File: config.mk
export PLATFORM = sky130hd
export DESIGN_NAME = caravel_nes_reader
export DESIGN_NICKNAME = d
export VERILOG_FILES = /design/src/rtl/caravel_nes_pkg.sv /design/src/rtl/nes_shift_rx.sv /design/src/rtl/caravel_nes_reader.sv
export SDC_FILE = /design/constraint.sdc
export NUM_CORES = 1
export LEC_CHECK = 0
export ABC_AREA = 1
export CORE_MARGIN = 1.5
export CORE_UTILIZATION = 29
export CTS_CLUSTER_SIZE = 24
export DETAILED_ROUTE_END_ITERATION = 8
export GPL_TIMING_DRIVEN = 1
export PLACE_DENSITY = 0.47
export SLEW_MARGIN = 20
export SYNTH_ARGS = -nofsm -noshare
export SYNTH_HDL_FRONTEND = slang
export SYNTH_SLANG_ARGS = --single-unit
File: constraint.sdc
create_clock -name clk -period 2.5 [get_ports clk]
set_input_delay 0.25 -clock clk [delete_from_list [all_inputs] [get_ports clk]]
set_output_delay 0.25 -clock clk [all_outputs]
set_load 0.02 [all_outputs]
File: src/rtl/caravel_nes_pkg.sv
// Shared types and constants for the dual NES controller reader.
package caravel_nes_pkg;

    localparam int unsigned NES_BITS   = 8;
    localparam int unsigned PCNT_W     = $clog2(NES_BITS);

    // Button positions within a pressed vector (bit7 is shifted in first).
    localparam int unsigned BTN_A      = 7;
    localparam int unsigned BTN_B      = 6;
    localparam int unsigned BTN_SELECT = 5;
    localparam int unsigned BTN_START  = 4;
    localparam int unsigned BTN_UP     = 3;
    localparam int unsigned BTN_DOWN   = 2;
    localparam int unsigned BTN_LEFT   = 1;
    localparam int unsigned BTN_RIGHT  = 0;

    typedef enum logic [2:0] {
        ST_IDLE     = 3'd0,
        ST_LATCH_HI = 3'd1,
        ST_LATCH_LO = 3'd2,
        ST_PULSE_HI = 3'd3,
        ST_PULSE_LO = 3'd4,
        ST_DONE     = 3'd5
    } nes_state_e;

    typedef struct packed {
        logic [NES_BITS-1:0] p1;
        logic [NES_BITS-1:0] p2;
    } nes_buttons_t;

    // Controller lines are active-low; game logic wants 1 = pressed.
    function automatic logic [NES_BITS-1:0] nes_pressed(input logic [NES_BITS-1:0] raw);
        return ~raw;
    endfunction

endpackage

File: src/rtl/nes_shift_rx.sv
// Per-player serial capture: shifts one data bit in on each sample strobe.
// Build option NES_INPUT_SYNC_EN adds a two-flop synchronizer on data_i.
module nes_shift_rx
    import caravel_nes_pkg::*;
(
    input  logic                clk,
    input  logic                nrst,
    input  logic                sample_i,
    input  logic                data_i,
    output logic [NES_BITS-1:0] shift_o
);

    logic                data_s;
    logic [NES_BITS-1:0] shift_q, shift_d;

`ifdef NES_INPUT_SYNC_EN
    logic [1:0] sync_q;

    // Resets to the released level so a cold line never reads as pressed.
    always_ff @(posedge clk or negedge nrst) begin
        if (!nrst) begin
            sync_q <= 2'b11;
        end else begin
            sync_q <= {sync_q[0], data_i};
        end
    end

    assign data_s = sync_q[1];
`else
    assign data_s = data_i;
`endif

    always_comb begin
        shift_d = shift_q;
        if (sample_i) begin
            shift_d = {shift_q[NES_BITS-2:0], data_s};
        end
    end

    always_ff @(posedge clk or negedge nrst) begin
        if (!nrst) begin
            shift_q <= '1;
        end else begin
            shift_q <= shift_d;
        end
    end

    assign shift_o = shift_q;

endmodule

File: src/rtl/caravel_nes_reader.sv
// Dual NES controller reader: periodic latch + 8 pulses, publishes pressed vectors.
// Build option NES_INPUT_SYNC_EN synchronizes the serial data inputs.
module caravel_nes_reader
    import caravel_nes_pkg::*;
#(
    parameter int unsigned HALF_PERIOD = 100,
    parameter int unsigned POLL_CYCLES = 666_666
) (
    input  logic                clk,
    input  logic                nrst,
    input  logic                en,
    input  logic                p1_data,
    input  logic                p2_data,
    output logic                nes_latch,
    output logic                nes_pulse,
    output logic [NES_BITS-1:0] p1_buttons,
    output logic [NES_BITS-1:0] p2_buttons,
    output logic                valid
);

    localparam int unsigned TW = (HALF_PERIOD > 1) ? $clog2(HALF_PERIOD) : 1;
    localparam int unsigned PW = (POLL_CYCLES > 1) ? $clog2(POLL_CYCLES) : 1;
    localparam logic [TW-1:0]     PHASE_LAST = TW'(HALF_PERIOD - 1);
    localparam logic [PW-1:0]     POLL_LAST  = PW'(POLL_CYCLES - 1);
    localparam logic [PCNT_W-1:0] PULSE_LAST = PCNT_W'(NES_BITS - 1);

    nes_state_e          state_q, state_d;
    logic [TW-1:0]       timer_q, timer_d;
    logic [PW-1:0]       poll_q, poll_d;
    logic [PCNT_W-1:0]   pcnt_q, pcnt_d;
    logic                latch_q, latch_d;
    logic                pulse_q, pulse_d;
    logic                valid_q, valid_d;
    nes_buttons_t        btn_q, btn_d;
    logic                sample_c;
    logic                phase_end_c;
    logic [NES_BITS-1:0] shift1, shift2;

    assign phase_end_c = (timer_q == PHASE_LAST);

    always_comb begin
        state_d  = state_q;
        timer_d  = timer_q + TW'(1);
        poll_d   = (poll_q == POLL_LAST) ? '0 : poll_q + PW'(1);
        pcnt_d   = pcnt_q;
        btn_d    = btn_q;
        valid_d  = 1'b0;
        sample_c = 1'b0;

        case (state_q)
            ST_IDLE: begin
                timer_d = '0;
                if (poll_q == POLL_LAST) begin
                    state_d = ST_LATCH_HI;
                end
            end
            ST_LATCH_HI: begin
                if (phase_end_c) begin
                    timer_d = '0;
                    state_d = ST_LATCH_LO;
                end
            end
            ST_LATCH_LO: begin
                if (phase_end_c) begin
                    timer_d  = '0;
                    sample_c = 1'b1;
                    pcnt_d   = '0;
                    state_d  = ST_PULSE_HI;
                end
            end
            ST_PULSE_HI: begin
                if (phase_end_c) begin
                    timer_d = '0;
                    state_d = ST_PULSE_LO;
                end
            end
            ST_PULSE_LO: begin
                // The eighth pulse is a dummy: only seven bits remain after the latch sample.
                if (phase_end_c) begin
                    timer_d  = '0;
                    sample_c = (pcnt_q != PULSE_LAST);
                    pcnt_d   = pcnt_q + PCNT_W'(1);
                    state_d  = (pcnt_q == PULSE_LAST) ? ST_DONE : ST_PULSE_HI;
                end
            end
            ST_DONE: begin
                timer_d  = '0;
                btn_d.p1 = nes_pressed(shift1);
                btn_d.p2 = nes_pressed(shift2);
                valid_d  = 1'b1;
                state_d  = ST_IDLE;
            end
            default: begin
                timer_d = '0;
                state_d = ST_IDLE;
            end
        endcase

        // Disable aborts any partial frame; published vectors are kept.
        if (!en) begin
            state_d  = ST_IDLE;
            timer_d  = '0;
            poll_d   = '0;
            btn_d    = btn_q;
            valid_d  = 1'b0;
            sample_c = 1'b0;
        end

        latch_d = (state_d == ST_LATCH_HI);
        pulse_d = (state_d == ST_PULSE_HI);
    end

    always_ff @(posedge clk or negedge nrst) begin
        if (!nrst) begin
            state_q <= ST_IDLE;
            timer_q <= '0;
            poll_q  <= '0;
            pcnt_q  <= '0;
            latch_q <= 1'b0;
            pulse_q <= 1'b0;
            valid_q <= 1'b0;
            btn_q   <= '0;
        end else begin
            state_q <= state_d;
            timer_q <= timer_d;
            poll_q  <= poll_d;
            pcnt_q  <= pcnt_d;
            latch_q <= latch_d;
            pulse_q <= pulse_d;
            valid_q <= valid_d;
            btn_q   <= btn_d;
        end
    end

    nes_shift_rx u_rx_p1 (
        .clk      (clk),
        .nrst     (nrst),
        .sample_i (sample_c),
        .data_i   (p1_data),
        .shift_o  (shift1)
    );

    nes_shift_rx u_rx_p2 (
        .clk      (clk),
        .nrst     (nrst),
        .sample_i (sample_c),
        .data_i   (p2_data),
        .shift_o  (shift2)
    );

    assign nes_latch  = latch_q;
    assign nes_pulse  = pulse_q;
    assign p1_buttons = btn_q.p1;
    assign p2_buttons = btn_q.p2;
    assign valid      = valid_q;

endmodule

==> metrics, run 1 <==
outcome=completed; Port Buffer Count=23; CTS clock-pin slew for the worst setup and hold paths=about 80 ps; WL met1=3040 µm; Hold WC Path Type=in2async; initial drt markers=109; Period Utilization, post-route=75.5%; gr usage total=between 10% and 20%; die area=11500 µm²; Leak Pwr=about 1.7 nW; critical path launch point=pcnt_q[0]; GRT overflow=0; Initial Utilization=between 30% and 40%; Gate Count Post-Synth=365; first-pass GRT wire length=between 10000 and 15000 µm; slowest library cell on the worst path=dfrtp_1; largest net degree at the start of global routing=44; IO Pins=24; post-CTS setup buffers=0; CP peak stage delay=between 400 and 500 ps; Cell Area, Synth=between 3000 and 4000 µm²; fin. max-slew vios=0; Achievable Freq=0.530 GHz; H-tree depth=3; Synth Area in XOR/XNOR=3.61%; Fin Setup TNS=0 ps; met3 wire len=186 µm; Worst R2R End=u_rx_p1.shift_o[1]; Setup crit end kind=register; vias=between 2000 and 2500; Layout area overhead=20.4%; Synth Area in Simple Gates=29.7%; CTS tree=yes; most area-hungry cell type in the Yosys netlist=dfrtp_1; synth top area cells=dfrtp_1, dfstp_2, nand2_1; Worst Path Required=~2800 ps; Worst Path Buf+Inv=1; placement row count=37; Placeable Area=between 10000 and 15000 µm²; pwr/cell area=approximately 600 nW/µm²; Pre-antenna DRT Iters=4; Synth Area in Adders=under 10%; total CTS buffers=9; WP data arrival=between 2000 and 2500 ps; mux contribution to synthesized area=0%; Die Wd=approximately 110 µm; synthesized area per cell=just under 9 µm²; initial antenna violation count=0; final wirelength=6260 µm; Distinct cells, synth=28; skew final=approximately 10 ps; register-to-register setup slack=slightly above 600 ps; Tmin final=between 1500 and 2000 ps; crit-path max FO=17; worst-margin pin slew=~600 ps; Clk Tree Root Cell=clkbuf_8; Fin. Hold Viols=0; Via-to-Cell Ratio=roughly 4.4; WL/cell=between 10 and 15 µm; placed cells=between 500 and 600; DR WL met2=between 2000 and 3000 µm; Tot Pwr=around 0.0023 W; Post-DP HPWL=about 4300 µm; reg2reg start=pcnt_q[0]; # fillers=between 1000 and 1500; final setup fails=0; Top delay family on crit path=simple AND/OR/NAND/NOR gates; Yosys reg bits=68; Synthesized Nets=roughly 380; Nets=slightly above 400; Max IR drop VDD=0.000363 V; worst-case clock buffer depth=2; critical path launch point type=register; post-synth top area share=41.3%; max_cap viols=0; Synth Area in Compound Gates=4.84%; vias in the first global route=between 2000 and 2500; clk sinks=between 60 and 70; RSZ-0062 raised after global routing=false; routability cong.=between 0.7 and 0.8; DRC=0; Final Non-Filler Cells=between 500 and 600; Final ANT Viol Nets=0; WS Path Type=reg2reg; Slew headroom=58.9%; CTS resizes=0; final design utilization=~36%; largest family of logic cells by synthesized area=simple AND/OR/NAND/NOR gates; cell chain of the critical path=ha_1 > ha_1 > inv_1 > nand4_2 > o22ai_4 > nand2_4 > nand2_1 > nand2_1; top layer in use=met4; clk_lat worst skew=340 ps; Antenna diodes=0; die height=approximately 110 µm; Seq/Total Area, Yosys=~55%; Reg2Reg Depth=8; YS warnings=0; layout cell share with drive strength beyond 1=12.2%
==> worst max path at each step <==
stage                         end  cells past startpoint
2_1_floorplan  u_rx_p1.shift_o[0]                      9
3_3_place_gp   u_rx_p1.shift_o[4]                      8
3_5_place_dp   u_rx_p1.shift_o[1]                      8
4_1_cts        u_rx_p2.shift_o[5]                      8
5_1_grt        u_rx_p1.shift_o[5]                      8
6_report       u_rx_p1.shift_o[1]                      8
==> cell usage in the layout (no fill, tap or decap), types with 3 or more instances in the layout <==
master	instances
nand4_1	9
nor2_1	52
bufinv_16	3
nand2_1	95
o21ai_0	17
xor2_1	10
clkbuf_8	9
nor3_1	8
dfstp_2	16
inv_2	4
dfrtp_1	52
ha_1	5
inv_1	28
xnor2_1	3
a21oi_1	7
nor2_2	3
nand3_1	37
clkdlybuf4s50_1	22
==> flip-flops by register name, indices dropped and copies added (netlist names) <==
| register | count |
|---|---|
| pcnt_q | 3 |
| p2_buttons | 8 |
| timer_q | 7 |
| u_rx_p1.shift_o | 8 |
| nes_latch | 1 |
| nes_pulse | 1 |
| p1_buttons | 8 |
| poll_q | 20 |
| u_rx_p2.shift_o | 8 |
| valid | 1 |
| state_q | 3 |
==> through the flow <==
step | hold slack [ps] | setup slack, ps | instance area, µm²
after floorplan | -45.6 | 936 | 3150
after global placement | 306 | 615 | 3540
after detailed placement | 307 | 605 | 3540
after CTS | 450 | 601 | 3800
after global routing | 473 | 425 | 3800
final | 447 | 611 | 3800
==> cells by family (layout without fill, tap and decap cells) <==
kind of cell	after synthesis	in the layout
simple gates	212	212
flops	68	68
buf+inv	40	76
compound gates	27	27
xor+xnor	13	13
fa+ha+maj	5	5
==> routing by layer <==
metal / vias up / GRT usage [%]
li1: 1230 / -
met1: 1083 / 15.9
met2: 32 / 19.9
met3: 8 / 3.09
met4: 0 / 5.71
met5: - / 0
==> what timing repair did <==
item                       CTS  global route
hold endpoints to repair    25             0
hold buffers                 1             0
setup endpoints to repair    0             0
==> where the power goes <==
group	internal [W]	switching [W]
logic	0.0000146	0.0000393
clock network	0.000669	0.000449
registers	0.00110	0.00000314
==> area by class of cell <==
class / count / area [µm²] / share of cell area, %
timing repair buffer: 27 / 270 / 7.11
clock buffer: 9 / 124 / 3.26
inverter: 33 / 124 / 3.26
sequential: 68 / 1720 / 45.3
multi-input combinational: 257 / 1270 / 33.3
tap: 136 / 170 / 4.48
clock inverter: 7 / 123 / 3.23
==> worst reg2reg max path, stage by stage, from the launching register on <==
cell	delay, ps
dfrtp_1	410
ha_1	210
ha_1	180
inv_1	70
nand4_2	150
o22ai_4	410
nand2_4	230
nand2_1	110
nand2_1	60
==> cells in the mapped netlist (all sizes together) <==
cell type	n
a21oi	7
and3	1
buf	3
clkbuf	4
clkinv	1
dfrtp	52
dfstp	16
ha	5
inv	32
nand2	96
nand3	38
nand4	10
nor2	57
nor3	8
nor3b	2
o21ai	18
o22ai	1
o31ai	1
xnor2	3
xor2	10
No activity file was read; power rests on OpenSTA's default activity.
==> run 2, diff against run 1 <==
- PLACE_DENSITY: 0.47 -> 0.49
- clock period: 2.5 -> 1.6 ns (I/O delays scaled with it)
==> run 2 against run 1 <==
  * Sequential power grew 56%
  * Critical path depth increased by 1
  * Flip-flop and latch count stayed put
  * Critical path type unchanged
  * Maximum frequency grew 21%
  * Critical endpoint is now u_rx_p1.shift_o[3]
==> metrics, run 2 (synthesis results as in run 1) <==
Via-to-Cell Ratio=4.55 (+3.9%); Die Wd=107 µm (unchanged); worst-margin pin slew=385 ps (-232 ps); commonest non-fill, non-tap cell in the layout=nand2_1; Antenna diodes=0 (unchanged); worst-case clock buffer depth=2 (unchanged); WL/cell=12.1 µm (+3.4%); largest net degree at the start of global routing=57 (+30%); placement row count=37 (unchanged); GRT overflow=0 (unchanged); IO Pins=24 (unchanged); final setup fails=0 (unchanged); WP data arrival=1850 ps (-320 ps); Leak Pwr=1.78 nW (+5.0%); skew final=10.8 ps (+0.504 ps); routability cong.=0.814 (+7.8%); combinational fraction of design power=2.8% (+0.4 points); Pre-antenna DRT Iters=4 (unchanged); CTS clock-pin slew for the worst setup and hold paths=80 ps (about the same); first-pass GRT wire length=11300 µm (+0.19%); cell chain of the critical path=ha_2 > inv_2 > nor2_4 > nand3_4 > o22ai_4 > buf_12 > buf_8 > nand3_2 > nand2_2; Post-DP HPWL=4450 µm (+2.8%); Tmin final=1570 ps (-323 ps); Sw Share=22.1% (+0.48 points); clk_lat worst skew=340 ps (about the same); Worst Path Required=1890 ps (-890 ps); CTS tree=yes; Achievable Freq=0.639 GHz (+21%); WS Path Type=reg2reg; clock network fraction of total power=46.7% (-2.4 points); max reg flops=20 (unchanged); initial drt markers=70 (-36%); clk sinks=68 (unchanged); pwr/cell area=841 nW/µm² (+40%); Max IR drop VDD=0.000369 V (+1.7%); CP peak stage delay=370 ps (-40 ps); Placeable Area=10400 µm² (unchanged); final design utilization=39.1% (+2.6 points); Final ANT Viol Nets=0 (unchanged); layout cell share with drive strength beyond 1=21.3% (+9.1 points); Fin. Hold Viols=0 (unchanged); Psw=0.000756 W (+54%); critical path launch point type=register; outcome=completed; Seq pwr share=50.5% (+1.9 points); Biggest register=poll_q; RSZ-0062 raised after global routing=true; Clk Tree Root Cell=clkbuf_8; initial antenna violation count=0 (unchanged); gr usage total=12.5% (+0.055 points); Layout area overhead=29.1%; crit-path max FO=6 (-11); Initial Utilization=30.3% (unchanged); final worst slack=34.2 ps (-577 ps); slowest library cell on the worst path=dfrtp_1; Reg2Reg Depth=9 (+1); commonest non-fill, non-tap cells in the layout=nand2_1, dfrtp_1, nor2_1, nand3_1, inv_1; register-to-register setup slack=30 ps (-580 ps); die area=11500 µm² (unchanged); Slew headroom=74.1% (+15 points); Worst R2R End=u_rx_p1.shift_o[3]; DRC=0 (unchanged); final wirelength=6680 µm (+6.6%); max_cap viols=0 (unchanged); total CTS buffers=9 (unchanged); Period Utilization, post-route=97.9% (+22 points); Hold WC Path Type=in2async; vias=2521 (+7.1%); # fillers=1067 (-0.094%); Post-Place Setup Slack=-18.4 ps (-624 ps); Internal Power=0.00267 W (+49%); reg2reg start=timer_q[0]; vias in the first global route=2419 (+0.92%); Nets=423 (+4.2%); die height=107 µm (unchanged); H-tree depth=3 (unchanged); fin. max-slew vios=0 (unchanged); Port Buffer Count=23 (unchanged); Setup crit end kind=register
-- run 2: cell types whose count changed in the layout (fill, tap and decap cells not counted), sizes merged --
cell      previous run  this run
buf                  4        20
bufinv               3         2
clkbuf               9        10
clkinv               1         2
clkinvlp             2         3
inv                 34        32
nand2               96        97
-- run 2: worst max path at each step --
stage                         endpoint  slack [ps]  depth (start not counted)       start
finish              u_rx_p1.shift_o[3]          30                          9  timer_q[0]
global route        u_rx_p1.shift_o[1]         -90                          9  timer_q[0]
CTS                 u_rx_p2.shift_o[2]           4                          8   pcnt_q[0]
detailed placement  u_rx_p1.shift_o[3]         -20                          8   pcnt_q[0]
global placement    u_rx_p1.shift_o[7]          30                          8   pcnt_q[0]
floorplan           u_rx_p1.shift_o[0]          40                          9   pcnt_q[0]
-- run 2: area by class of cell --
class	instances	area, µm²	share of cell area (%)
Inverter	33	124	3.04
Multi-Input combinational cell	258	1390	34.0
Tap cell	136	170	4.18
Clock buffer	10	138	3.38
Timing Repair Buffer	43	447	11.0
Clock inverter	6	87.6	2.15
Sequential cell	68	1720	42.3
-- run 2: timing repair --
action	CTS	global route
gates cloned	0	2
setup buffers	0	5
resized for setup	1	33
hold buffers	1	0
hold endpoints to repair	12	0
pin swaps	0	18
endpoints found under the setup margin	12	40
-- run 2: critical path: cells and delay by family, from the launching register on --
family / cells / cell delay (ps)
buf+inv: 3 / 320
fa+ha+maj: 1 / 200
flops: 1 / 370
simple gates: 4 / 440
compound gates: 1 / 190
-- run 2: power by group through the flow --
stage               clock network [W]  registers, W  logic [W]
finish                        0.00160       0.00173  0.0000953
global route                  0.00172       0.00173   0.000110
CTS                           0.00167       0.00173  0.0000964
detailed placement                  0       0.00176  0.0000944
global placement                    0       0.00176  0.0000940
floorplan                           0       0.00176  0.0000255
-- run 2: per-layer routing --
metal | global-route usage [%] | share of wire, % | routed length (µm) | up-vias
met3 | 3.33 | 3.0 | 200 | 13
met5 | 0 | 0 | 0 | -
met4 | 5.05 | 1.6 | 106 | 0
li1 | - | - | - | 1273
met1 | 16.8 | 48 | 3220 | 1205
met2 | 19.1 | 47 | 3150 | 30
-- run 2: through the flow --
step / cell area (µm²) / std cells / hold slack [ps] / setup TNS [ps] / power [W]
after floorplan: 3150 / 365 / -136 / 0 / 0.00179
after global placement: 3640 / 530 / 76.5 / 0 / 0.00186
after detailed placement: 3640 / 530 / 74.5 / -85.1 / 0.00186
after CTS: 3880 / 547 / 222 / 0 / 0.00349
after global routing: 4070 / 554 / 273 / -1260 / 0.00356
final: 4070 / 554 / 233 / 0 / 0.00343
